===== src/rtl/light_centroid_stats_pkg.sv =====
// Shared types and default geometry for the light-pixel centroid statistics block.
// Optional bounding-box outputs are enabled with FRAME_STATS_BBOX_EN.
package light_centroid_stats_pkg;

  localparam int H_ACTIVE_D = 640;
  localparam int V_ACTIVE_D = 480;
  localparam int DATA_W_D   = 10;
  localparam int CNT_W_D    = 19;
  localparam int SUM_W_D    = 28;
  localparam int COORD_W    = 10;

  // One load cycle plus one iteration per dividend bit.
  localparam int DIV_CYCLES = SUM_W_D + 1;

  typedef enum logic [1:0] {
    ACCUM,
    DIV_X,
    DIV_Y,
    PUBLISH
  } state_t;

endpackage


===== src/rtl/light_centroid_stats_divider.sv =====
// Restoring serial divider: one load cycle, then one quotient bit per cycle.
// done is high during the final iteration; quot is valid in that same cycle.
module serial_divider
  import light_centroid_stats_pkg::*;
#(
  parameter int NUM_W  = SUM_W_D,
  parameter int DEN_W  = CNT_W_D,
  parameter int CYCLES = DIV_CYCLES
) (
  input  logic               iCLK,
  input  logic               iRST,
  input  logic               start,
  input  logic [NUM_W-1:0]   numer,
  input  logic [DEN_W-1:0]   denom,
  output logic               busy,
  output logic               done,
  output logic [COORD_W-1:0] quot
);

  localparam int ITERS = CYCLES - 1;
  localparam int IW    = $clog2(ITERS + 1);

  logic [IW-1:0]    iter;
  logic [DEN_W-1:0] rem;
  logic [DEN_W-1:0] dvs;
  logic [NUM_W-1:0] dvd;

  logic [DEN_W:0]   shifted;
  logic [DEN_W:0]   diff;
  logic             ge;
  logic [DEN_W-1:0] remNext;
  logic [NUM_W-1:0] dvdNext;

  always_comb begin
    shifted = {rem, dvd[NUM_W-1]};
    ge      = shifted >= {1'b0, dvs};
    diff    = shifted - {1'b0, dvs};
    remNext = ge ? diff[DEN_W-1:0] : shifted[DEN_W-1:0];
    dvdNext = {dvd[NUM_W-2:0], ge};
  end

  assign done = busy && (iter == IW'(ITERS - 1));
  assign quot = dvdNext[COORD_W-1:0];

  always_ff @(posedge iCLK) begin
    if (iRST) begin
      busy <= 1'b0;
      iter <= '0;
      rem  <= '0;
      dvs  <= '0;
      dvd  <= '0;
    end else if (start && !busy) begin
      busy <= 1'b1;
      iter <= '0;
      rem  <= '0;
      dvs  <= denom;
      dvd  <= numer;
    end else if (busy) begin
      rem  <= remNext;
      dvd  <= dvdNext;
      iter <= iter + 1'b1;
      if (done)
        busy <= 1'b0;
    end
  end

endmodule


===== src/rtl/light_centroid_stats.sv =====
// Per-frame light-pixel count and integer centroid from the cropped pixel stream.
// FRAME_STATS_BBOX_EN adds a bounding box of light pixels to the published stats.
module light_centroid_stats
  import light_centroid_stats_pkg::*;
#(
  parameter int H_ACTIVE = H_ACTIVE_D,
  parameter int V_ACTIVE = V_ACTIVE_D,
  parameter int DATA_W   = DATA_W_D,
  parameter int CNT_W    = CNT_W_D,
  parameter int SUM_W    = SUM_W_D
) (
  input  logic               iCLK,
  input  logic               iRST,
  input  logic               iDVAL,
  input  logic [DATA_W-1:0]  iDATA,
  input  logic [DATA_W-1:0]  iTHRESH,
  output logic [CNT_W-1:0]   oCOUNT,
  output logic [COORD_W-1:0] oCX,
  output logic [COORD_W-1:0] oCY,
  output logic               oEMPTY,
  output logic               oSTAT_VALID,
  output logic               oBUSY,
`ifdef FRAME_STATS_BBOX_EN
  output logic [COORD_W-1:0] oXMIN,
  output logic [COORD_W-1:0] oXMAX,
  output logic [COORD_W-1:0] oYMIN,
  output logic [COORD_W-1:0] oYMAX,
`endif
  output logic               oOVERRUN
);

  localparam logic [COORD_W-1:0] X_LAST = COORD_W'(H_ACTIVE - 1);
  localparam logic [COORD_W-1:0] Y_LAST = COORD_W'(V_ACTIVE - 1);

  state_t state, stateNext;

  logic [COORD_W-1:0] xPos, yPos;
  logic [CNT_W-1:0]   cnt, cntNext, holdCnt;
  logic [SUM_W-1:0]   sumX, sumXNext, holdSx;
  logic [SUM_W-1:0]   sumY, sumYNext, holdSy;
  logic [COORD_W-1:0] cxR, cyR;

  logic light, xLast, yLast, frameEnd, accept, holdEmpty;

  logic               divStart, divBusy, divDone;
  logic [SUM_W-1:0]   divNumer;
  logic [COORD_W-1:0] divQuot;

  assign xLast     = xPos == X_LAST;
  assign yLast     = yPos == Y_LAST;
  assign frameEnd  = iDVAL && xLast && yLast;
  assign accept    = frameEnd && (state == ACCUM);
  assign light     = iDVAL && (iDATA != '0) && (iDATA >= iTHRESH);
  assign holdEmpty = holdCnt == '0;
  assign oBUSY     = (state == DIV_X) || (state == DIV_Y);

  // Accumulator values including the pixel on the current edge.
  always_comb begin
    cntNext  = cnt;
    sumXNext = sumX;
    sumYNext = sumY;
    if (light) begin
      cntNext  = cnt + 1'b1;
      sumXNext = sumX + SUM_W'(xPos);
      sumYNext = sumY + SUM_W'(yPos);
    end
  end

`ifdef FRAME_STATS_BBOX_EN
  logic [COORD_W-1:0] xMin, xMax, yMin, yMax;
  logic [COORD_W-1:0] xMinN, xMaxN, yMinN, yMaxN;
  logic [COORD_W-1:0] hXMin, hXMax, hYMin, hYMax;

  always_comb begin
    xMinN = xMin;
    xMaxN = xMax;
    yMinN = yMin;
    yMaxN = yMax;
    if (light && cnt == '0) begin
      xMinN = xPos;
      xMaxN = xPos;
      yMinN = yPos;
      yMaxN = yPos;
    end else if (light) begin
      if (xPos < xMin) xMinN = xPos;
      if (xPos > xMax) xMaxN = xPos;
      if (yPos < yMin) yMinN = yPos;
      if (yPos > yMax) yMaxN = yPos;
    end
  end

  always_ff @(posedge iCLK) begin
    if (iRST) begin
      {xMin, xMax, yMin, yMax} <= '0;
      {hXMin, hXMax, hYMin, hYMax} <= '0;
      {oXMIN, oXMAX, oYMIN, oYMAX} <= '0;
    end else begin
      if (frameEnd) begin
        {xMin, xMax, yMin, yMax} <= '0;
      end else begin
        {xMin, xMax, yMin, yMax} <= {xMinN, xMaxN, yMinN, yMaxN};
      end
      if (accept)
        {hXMin, hXMax, hYMin, hYMax} <= {xMinN, xMaxN, yMinN, yMaxN};
      if (state == PUBLISH) begin
        oXMIN <= holdEmpty ? '0 : hXMin;
        oXMAX <= holdEmpty ? '0 : hXMax;
        oYMIN <= holdEmpty ? '0 : hYMin;
        oYMAX <= holdEmpty ? '0 : hYMax;
      end
    end
  end
`endif

  always_comb begin
    stateNext = state;
    unique case (state)
      ACCUM:   if (accept) stateNext = (cntNext == '0) ? PUBLISH : DIV_X;
      DIV_X:   if (divDone) stateNext = DIV_Y;
      DIV_Y:   if (divDone) stateNext = PUBLISH;
      PUBLISH: stateNext = ACCUM;
      default: stateNext = ACCUM;
    endcase
  end

  always_ff @(posedge iCLK) begin
    if (iRST) state <= ACCUM;
    else      state <= stateNext;
  end

  assign divStart = oBUSY && !divBusy;
  assign divNumer = (state == DIV_Y) ? holdSy : holdSx;

  serial_divider #(
    .NUM_W  (SUM_W),
    .DEN_W  (CNT_W),
    .CYCLES (SUM_W + 1)
  ) uDiv (
    .iCLK  (iCLK),
    .iRST  (iRST),
    .start (divStart),
    .numer (divNumer),
    .denom (holdCnt),
    .busy  (divBusy),
    .done  (divDone),
    .quot  (divQuot)
  );

  always_ff @(posedge iCLK) begin
    if (iRST) begin
      xPos        <= '0;
      yPos        <= '0;
      cnt         <= '0;
      sumX        <= '0;
      sumY        <= '0;
      holdCnt     <= '0;
      holdSx      <= '0;
      holdSy      <= '0;
      cxR         <= '0;
      cyR         <= '0;
      oCOUNT      <= '0;
      oCX         <= '0;
      oCY         <= '0;
      oEMPTY      <= 1'b0;
      oSTAT_VALID <= 1'b0;
      oOVERRUN    <= 1'b0;
    end else begin
      if (iDVAL) begin
        if (xLast) begin
          xPos <= '0;
          yPos <= yLast ? '0 : yPos + 1'b1;
        end else begin
          xPos <= xPos + 1'b1;
        end
      end
      // The frame-end pixel lands in the snapshot; the next frame starts clean.
      if (frameEnd) begin
        cnt  <= '0;
        sumX <= '0;
        sumY <= '0;
      end else begin
        cnt  <= cntNext;
        sumX <= sumXNext;
        sumY <= sumYNext;
      end
      if (accept) begin
        holdCnt <= cntNext;
        holdSx  <= sumXNext;
        holdSy  <= sumYNext;
      end
      if (frameEnd && state != ACCUM)
        oOVERRUN <= 1'b1;
      if (state == DIV_X && divDone) cxR <= divQuot;
      if (state == DIV_Y && divDone) cyR <= divQuot;
      oSTAT_VALID <= state == PUBLISH;
      if (state == PUBLISH) begin
        oCOUNT <= holdCnt;
        oEMPTY <= holdEmpty;
        oCX    <= holdEmpty ? '0 : cxR;
        oCY    <= holdEmpty ? '0 : cyR;
      end
    end
  end

endmodule


===== config.mk =====
export PLATFORM = sky130hd
export DESIGN_NAME = light_centroid_stats
export DESIGN_NICKNAME = d
export VERILOG_FILES = /design/src/rtl/light_centroid_stats_pkg.sv /design/src/rtl/light_centroid_stats_divider.sv /design/src/rtl/light_centroid_stats.sv
export SDC_FILE = /design/constraint.sdc
export NUM_CORES = 1
export LEC_CHECK = 0
export ABC_AREA = 0
export CAP_MARGIN = 20
export CORE_UTILIZATION = 61
export CTS_CLUSTER_DIAMETER = 150
export DETAILED_ROUTE_END_ITERATION = 10
export HOLD_SLACK_MARGIN = 0.03
export PLACE_DENSITY = 0.91
export SYNTH_ARGS = -nofsm -noshare
export SYNTH_HDL_FRONTEND = slang
export SYNTH_SLANG_ARGS = --single-unit
export TNS_END_PERCENT = 20

===== constraint.sdc =====
create_clock -name iCLK -period 4.13 [get_ports iCLK]
set_clock_uncertainty 0.1 [all_clocks]
set_input_delay 0.826 -clock iCLK [delete_from_list [all_inputs] [get_ports iCLK]]
set_output_delay 0.826 -clock iCLK [all_outputs]
set_load 0.01 [all_outputs]

==> impl_results.md, run 1 <==
- Largest cells by area after synthesis: dfxtp_1, nor2_1, a21oi_1
- Pins Over Slew Limit: 0
- Clock Path Buffers: 3
- Syn Nets: 1794
- Drt first-iter violations: 1177
- Unrepaired setup endpoints after global routing: false
- Detail Placement HPWL: 23.0 mm
- Area after DPL: 0.0153 sq mm
- CP Class: in -> reg
- Hold WC Path Type: reg -> reg
- Chip width: 156 um
- Power density cells: 593 mW/mm^2
- Detailed-route DRC error count: 0
- Worst Setup End Kind: flop
- Slew HR: 25.6%
- Adder-Cell Fraction of Synth Area: 5.46%
- Antenna violations before repair: 0
- Vias in the first global route: 11969
- CTS Root Cell: clkbuf_16
- Biggest area consumer among synthesized cells: dfxtp_1
- Worst R2R Setup Slack: 0.85 ns
- Reg2reg end: uDiv.rem[14]
- Critical path's most frequent cell: nand4_1
- Avg Inst Size Synth: 8.41 sq um
- Initial Util: 63.0%
- Arrival time at the worst endpoint: 3.91 ns
- FF-to-FF Start: uDiv.dvd[27]
- Library cells used by synthesis: 65
- Final instance area: 0.0163 sq mm
- Hold slack: 0.356 ns
- Reg2reg path depth: 13
- WL per Instance: 17.2 um
- Compound-gate portion of the synthesized area: 17.1%
- Share of layout cells above drive strength 1: 5.86%
- Top FF cell, synth: dfxtp_1
- CP Cell Sequence: clkdlybuf4s50_1 > inv_1 > ha_1 > nand4_1 > or3_1 > a21oi_2 > buf_4 > nand4_1 > xor2_1 > nand4_1 > o41ai_2
- Worst skew pair latency: 0.56 ns
- Die height: 156 um
- Simple-gate share of the synthesized area: 19.5%
- CTS Hold Buffers Added: 0
- Drt total wl: 35.6 mm
- Post-CTS Resized: 0
- IO Port Bufs: 65
- DR vias/cell: 6.00
- Post-Syn Instances: 1710
- Fill cells: 1646
- Crit path largest cell delay: 0.54 ns
- Element type at the critical path start: input pin
- Post-Syn Area: 0.0144 sq mm
- Async SR Flop Fraction: 0%
- Max VDD drop: 0.801 mV
- Most common cell after layout, fill and taps aside: dfxtp_1
- Most frequent cells in the layout: dfxtp_1, nor2_1, a21oi_1, nand2_1, a211oi_1
- I/O pins: 66
- Critical path buffer and inverter count: 3
- Hold Crit Endpoint: uDiv.dvs[3]
- Min-delay src: uDiv.dvs[3]
- Setup bufs post-CTS: 0
- Seq cells post-synth: 306
- CTS tree: done
- Leak Pwr: 5.90 nW
- Routed via count: 12422
- Nets: 1819
- Hold path cells: 2
- Yosys warns: 0
- Final Critical Period: 3.55 ns
- Die ar.: 0.0242 sq mm
- Worst-path fanout max: 9
- Register area share after synthesis: 42.6%
- Clk slew on worst S/H paths: 0.06 ns
- GR Overflow Total: 0
- Global-route wire length before repair: 58.4 mm
- Number of synthesized flops with an enable pin: 0
- GR Util All Layers: 29.2%
- Slowest-stage cell, CP: or3_1
- # setup viols final: 0
- CTS Sinks: 306
- Post-synthesis mux area share: 5.31%
- Switch Pwr: 3.50 mW
- CP top delay family: simple AND/OR/NAND/NOR gates
- Total CTS buffers: 30
- Xor-xnor portion of the synthesized cell area: 5.72%
- Fin Setup TNS: 0 ns
- Max cap viols: 0
- Pre-antenna DRT Iters: 6
- Rows: 55
- Final Wtd Congestion: 0.898
- Total core area: 0.0228 sq mm
- Pint: 6.19 mW
- Largest net degree at the start of global routing: 124
- Clk pwr share: 28.5%
- Slew @ Worst Pin: 1.11 ns
- Hold Fails Final Rpt: 0
- Switching part of the total power: 36.1%
- Outcome: finished clean
- Top-area cell type share of the netlist area: 42.6%
- Layout area overhead: 13.6%
- Combinational share of power: 36.5%
- Main combinational cell family by area after synthesis: simple AND/OR/NAND/NOR gates
- Max Fclk: 0.282 GHz
- Tcrit/Tclk final: 86.0%
- CP Depth: 11
- Critical Path RT: 4.49 ns
- Post-route ant nets: 0
- Final Power: 9.69 mW
- Sequential share of power: 35.1%
- N_diodes: 0
- Htree depth: 1
kinds of logic (layout without fill, tap and decap cells):
logic type,Yosys count,after routing
compound gates,391,391
xor+xnor,93,93
fa+ha+maj,61,61
buf+inv,162,210
flops,306,306
mux,76,76
simple gates,621,621
per-layer routing:
layer	up-vias	track usage (%)	wire (um)
met3	64	4.25	2280
met1	5913	37.5	15300
met2	449	51.1	17300
met5	-	0	0
li1	5996	-	-
met4	0	8.12	721
area by class of cell:
cell class                      count  area, sq um  area share (%)
Inverter                           57          214            1.31
Timing Repair Buffer               98          945            5.78
Sequential cell                   306         6130            37.5
Clock inverter                      8          103           0.628
Multi-Input combinational cell   1242         7660            46.9
Tap cell                          313          392            2.40
Clock buffer                       47          896            5.48
worst min-delay path, stage by stage (launching register included):
cell and delay [ns]:
dfxtp_1 0.31, nand2_1 0.05, a21oi_1 0.05
power groups by stage:
stage	sequential (mW)	clock, mW	combinational (mW)
after floorplan	3.34	0	2.73
after global placement	3.44	0	3.21
after detailed placement	3.45	0	3.33
after CTS	3.39	2.77	3.41
after global routing	3.42	2.89	3.86
final	3.40	2.76	3.53
synth_stat cells (7+ instances only):
| library cell | instances |
|---|---|
| a211oi_1 | 96 |
| a21o_1 | 9 |
| a21oi_1 | 165 |
| and3_1 | 21 |
| buf_1 | 10 |
| buf_2 | 14 |
| clkbuf_1 | 80 |
| dfxtp_1 | 306 |
| ha_1 | 58 |
| inv_1 | 57 |
| mux2i_1 | 74 |
| nand2_1 | 116 |
| nand3_1 | 44 |
| nand4_1 | 23 |
| nor2_1 | 298 |
| nor2b_1 | 34 |
| nor3_1 | 37 |
| nor3b_1 | 7 |
| o211ai_1 | 10 |
| o21a_1 | 7 |
| o21ai_0 | 59 |
| or3_1 | 7 |
| xnor2_1 | 43 |
| xor2_1 | 49 |
worst max path at each step:
stage | from | end | slack [ns]
finish | iTHRESH[9] | state[1] | 0.58
global route | iTHRESH[9] | state[1] | 0.47
CTS | iTHRESH[9] | state[1] | 0.62
detailed placement | iTHRESH[9] | state[1] | 0.11
global placement | iTHRESH[9] | state[1] | 0.17
floorplan | iTHRESH[9] | state[1] | 0.84
sequential cells by signal, indices dropped and copies added, names as in the netlist, 19 cells and up:
register / flops
holdCnt: 19
holdSx: 28
holdSy: 28
uDiv.dvs: 19
oCOUNT: 19
cnt: 19
uDiv.rem: 19
sumX: 28
sumY: 28
uDiv.dvd: 28
stage by stage:
stage	instances	setup WS, ns	util (%)
2_1_floorplan	1710	0.840	-
6_report	2071	0.579	71.5
3_5_place_dp	2015	0.105	67.1
3_3_place_gp	2015	0.173	67.1
5_1_grt	2071	0.469	71.5
4_1_cts	2070	0.619	71.4
Note: power is estimated with default switching activity, not from simulation.
==> inputs of run 2 (changes only) <==
CORE_MARGIN = 1   (was not set)
HOLD_SLACK_MARGIN = 0.05   (was 0.03)
clock period = 3.8 ns   (was 4.13 ns; I/O delays follow)
==> impl_results.md, run 2 (same netlist as run 1, synthesis figures left out) <==
- Most frequent cells in the layout: dfxtp_1, nor2_1, a21oi_1, nand2_1, a211oi_1
- Post-route ant nets: 0
- Register area: 0.00613 sq mm
- GR Util All Layers: 28.8%
- Outcome: finished clean
- Hold WC Path Type: reg -> reg
- Slew @ Worst Pin: 1.02 ns
- Pins Over Slew Limit: 0
- # setup viols final: 0
- Clk slew on worst S/H paths: 0.06 ns
- Post-Place Setup Slack: -0.186 ns
- Max VDD drop: 0.658 mV
- Final instance area: 0.0164 sq mm
- Leak Pwr: 5.95 nW
- Largest net degree at the start of global routing: 101
- Initial Util: 63.0%
- CTS Root Cell: clkbuf_16
- Area after DPL: 0.0155 sq mm
- DR vias/cell: 6.03
- GR Overflow Total: 0
- Worst Setup End Kind: flop
- Vias in the first global route: 11801
- Combinational share of power: 36.9%
- Global-route wire length before repair: 57.4 mm
- CTS Hold Buffers Added: 0
- Final Critical Period: 3.42 ns
- Final Wtd Congestion: 0.917
- Max Fclk: 0.292 GHz
- Setup bufs post-CTS: 0
- Rows: 55
- Switch Pwr: 3.75 mW
- Detailed-route DRC error count: 0
- Antenna violations before repair: 0
- Die ar.: 0.0242 sq mm
- CP Cell Sequence: clkdlybuf4s50_1 > inv_1 > ha_1 > nand4_1 > a211oi_1 > a2111oi_4 > a2111oi_1 > xnor2_1 > o2111ai_1 > a211o_1 > o41ai_2
- Max cap viols: 0
- Crit path largest cell delay: 0.48 ns
- N_diodes: 0
- Total CTS buffers: 30
- Pre-antenna DRT Iters: 5
- Power density cells: 630 mW/mm^2
- Post-CTS Resized: 0
- Unrepaired setup endpoints after global routing: false
- Hold Fails Final Rpt: 0
- Worst skew pair latency: 0.55 ns
- Pint: 6.60 mW
- Setup ws final: 0.378 ns
- Tcrit/Tclk final: 90.1%
- Sequential share of power: 35.1%
- Total core area: 0.0228 sq mm
- Critical Path RT: 4.15 ns
- Drt total wl: 34.7 mm
- WL per Instance: 16.6 um
- Arrival time at the worst endpoint: 3.77 ns
- Clk pwr share: 28.0%
- CTS tree: done
- Die height: 156 um
- Element type at the critical path start: input pin
- I/O pins: 66
- Slowest-stage cell, CP: clkdlybuf4s50_1
- Routed via count: 12587
- Multi-input logic area: 0.00766 sq mm
- Slew HR: 32.1%
- CP Class: in -> reg
- Clock Path Buffers: 3
- Drt first-iter violations: 1280
- Switching part of the total power: 36.2%
- Htree depth: 1
- Chip width: 156 um
- Nets: 1834
- CTS Sinks: 306
- Layout area overhead: 14.2%
- Detail Placement HPWL: 23.1 mm
- Share of layout cells above drive strength 1: 6.94%
- Fin Setup TNS: 0 ns
- Most common cell after layout, fill and taps aside: dfxtp_1
- Fill cells: 1648
- IO Port Bufs: 65
- Worst-path fanout max: 4
## run 2: power groups by stage
stage / Clock [mW] / Combinational (mW) / Sequential (mW)
finish: 2.89 / 3.82 / 3.63
global route: 3.05 / 4.24 / 3.65
CTS: 2.91 / 3.78 / 3.63
detailed placement: 0 / 3.72 / 3.69
global placement: 0 / 3.57 / 3.68
floorplan: 0 / 2.96 / 3.63
## run 2: worst max-delay path: cells and delay by family
kind | cells | cell delay [ns]
xor gates and xnor gates | 1 | 0.23
AOI/OAI and AO/OA | 6 | 1.80
buffers and inverters | 2 | 0.53
adders and majority gates | 1 | 0.31
and+or+nand+nor | 1 | 0.14
## run 2: layer usage
layer	vias up	part of all wire, %	GRT usage [%]
li1	6040	-	-
met1	5944	43	38.6
met2	495	47	47.5
met3	108	6.7	3.44
met4	0	3.3	11.2
met5	-	0	0
## run 2: path summary, 6_finish.rpt
check	startpoint	endpoint	slack, ns	cells past startpoint
hold reg to reg	uDiv.dvs[7]	uDiv.dvs[7]	0.35	2
setup reg to reg	uDiv.dvd[27]	uDiv.rem[8]	0.57	11
hold / removal	uDiv.dvs[7]	uDiv.dvs[7]	0.35	2
setup / recovery	iTHRESH[9]	state[1]	0.38	11
## run 2: cell type report
cell class	count	share of cell area (%)
Clock inverter	15	0.693
Timing Repair Buffer	113	6.47
Clock buffer	40	5.17
Sequential cell	306	37.3
Tap cell	313	2.39
Inverter	57	1.30
Multi-Input combinational cell	1242	46.7
## run 2: stage by stage
step	utilization, %	instances	hold slack (ns)	total power, mW
2_1_floorplan	-	1710	0.336	6.59
4_1_cts	71.9	2086	0.359	10.3
5_1_grt	71.9	2086	0.375	10.9
3_5_place_dp	67.6	2031	0.350	7.41
6_report	71.9	2086	0.355	10.4
3_3_place_gp	67.6	2031	0.344	7.25
==> inputs of run 3 (changes only) <==
CAP_MARGIN = 10   (was 20)
CORE_UTILIZATION = 50   (was 61)
PLACE_DENSITY = 0.79   (was 0.91)
==> impl_results.md, run 3 (same netlist as run 1, synthesis figures left out) <==
- Outcome: finished clean
- Unrepaired setup endpoints after global routing: false
- Largest net degree at the start of global routing: 127
- Critical Path RT: 4.15 ns
- GR Overflow Total: 0
- Worst Setup End Kind: flop
- Layout area overhead: 14.7%
- I/O pins: 66
- Final Wtd Congestion: 0.853
- Final Critical Period: 3.29 ns
- Combinational share of power: 36.9%
- Hold slack: 0.355 ns
- Worst-path fanout max: 4
- DR vias/cell: 5.62
- Power density cells: 632 mW/mm^2
- IO Port Bufs: 65
- Total CTS buffers: 30
- Chip width: 172 um
- Global-route wire length before repair: 56.5 mm
- Slowest-stage cell, CP: a2111oi_1
- Hold Fails Final Rpt: 0
- CTS Root Cell: clkbuf_16
- Routed via count: 12045
- WL per Instance: 15.8 um
- Initial Util: 51.3%
- Worst skew pair latency: 0.55 ns
- CP Cell Sequence: clkdlybuf4s50_1 > inv_1 > ha_1 > nand4_1 > a211oi_1 > a2111oi_4 > a2111oi_1 > xnor2_1 > o2111ai_1 > a211o_1 > o41ai_2
- Pins Over Slew Limit: 0
- Drt total wl: 33.8 mm
- Max cap viols: 0
- CTS Sinks: 306
- Slew @ Worst Pin: 1.06 ns
- Fin Setup TNS: 0 ns
- Slew HR: 29.3%
- Rows: 61
- Vias in the first global route: 11553
- Detailed-route DRC error count: 0
- Tcrit/Tclk final: 86.5%
- GR Util All Layers: 23.3%
- Fill cells: 2482
- # setup viols final: 0
- Most common cell after layout, fill and taps aside: dfxtp_1
- Final instance area: 0.0165 sq mm
- Leak Pwr: 5.96 nW
- Share of layout cells above drive strength 1: 6.56%
- CTS tree: done
- Pre-antenna DRT Iters: 5
- Post-CTS Resized: 0
- CTS Hold Buffers Added: 0
- Clk pwr share: 28.2%
- Detail Placement HPWL: 23.0 mm
- Drt first-iter violations: 894
- Multi-input logic area: 0.00766 sq mm
- Die ar.: 0.0294 sq mm
- Global Route met2 Usage: 39.0%
- Antenna violations before repair: 0
- Htree depth: 1
- Register area: 0.00613 sq mm
- Pint: 6.73 mW
- Clk slew on worst S/H paths: 0.06 ns
- Crit path largest cell delay: 0.48 ns
- Max Fclk: 0.304 GHz
- Total core area: 0.0280 sq mm
- Hold WC Path Type: reg -> reg
- CP Class: in -> reg
- GR peak layer: met2
- Switching part of the total power: 35.5%
- Sequential share of power: 34.8%
- Clock Path Buffers: 3
- Element type at the critical path start: input pin
- Area after DPL: 0.0155 sq mm
- M1 GR Usage: 31.3%
- Arrival time at the worst endpoint: 3.63 ns
- Switch Pwr: 3.70 mW
- Max VDD drop: 0.610 mV
- N_diodes: 0
- Die height: 172 um
- Finished Core Util: 58.9%
- Nets: 1833
- M3 GR Usage: 2.83%
- Post-route ant nets: 0
- Most frequent cells in the layout: dfxtp_1, nor2_1, a21oi_1, nand2_1, a211oi_1
- Setup bufs post-CTS: 0
-- run 3: changes by cell type in the layout (fill, tap and decap cells not counted), sizes merged --
cell | previous run | this run
clkinv | 9 | 3
clkbuf | 40 | 43
clkinvlp | 4 | 2
buf | 49 | 48
bufinv | 1 | 2
inv | 58 | 57
-- run 3: power groups by stage --
stage	registers (mW)	clock network [mW]	logic (mW)
4_1_cts	3.63	2.99	3.82
2_1_floorplan	3.63	0	2.96
3_5_place_dp	3.69	0	3.77
6_report	3.63	2.95	3.85
5_1_grt	3.66	3.11	4.29
3_3_place_gp	3.69	0	3.68
-- run 3: worst max-delay path, delay by kind of cell --
kind | cells | cell delay (ns)
compound gates | 6 | 1.73
buf+inv | 2 | 0.50
fa+ha+maj | 1 | 0.31
xor+xnor | 1 | 0.20
simple gates | 1 | 0.13
-- run 3: per-layer routing --
layer | wire length (um) | share of wire [%]
met5 | 0 | 0
met4 | 826 | 2.4
met3 | 1370 | 4.1
met2 | 15700 | 46
met1 | 16000 | 47
-- run 3: cell type report --
cell class	instances	share of cell area [%]
Multi-Input combinational cell	1242	46.4
Sequential cell	306	37.1
Timing Repair Buffer	112	6.39
Clock buffer	43	5.34
Tap cell	378	2.87
Inverter	57	1.30
Clock inverter	7	0.546
-- run 3: final timing paths --
check / from / end / slack [ns] / depth (start not counted)
max: iTHRESH[9] / state[1] / 0.51 / 11
min: uDiv.dvs[8] / uDiv.dvs[8] / 0.35 / 2
min reg2reg: uDiv.dvs[8] / uDiv.dvs[8] / 0.35 / 2
max reg2reg: uDiv.dvd[27] / uDiv.rem[9] / 0.64 / 11
-- run 3: per-stage QoR --
stage / worst slack (ns) / power (mW) / instances
6_report: 0.514 / 10.4 / 2145
5_1_grt: 0.211 / 11.1 / 2145
4_1_cts: 0.524 / 10.4 / 2145
3_5_place_dp: -0.0381 / 7.46 / 2095
3_3_place_gp: 0.0605 / 7.37 / 2095
2_1_floorplan: 0.576 / 6.59 / 1710
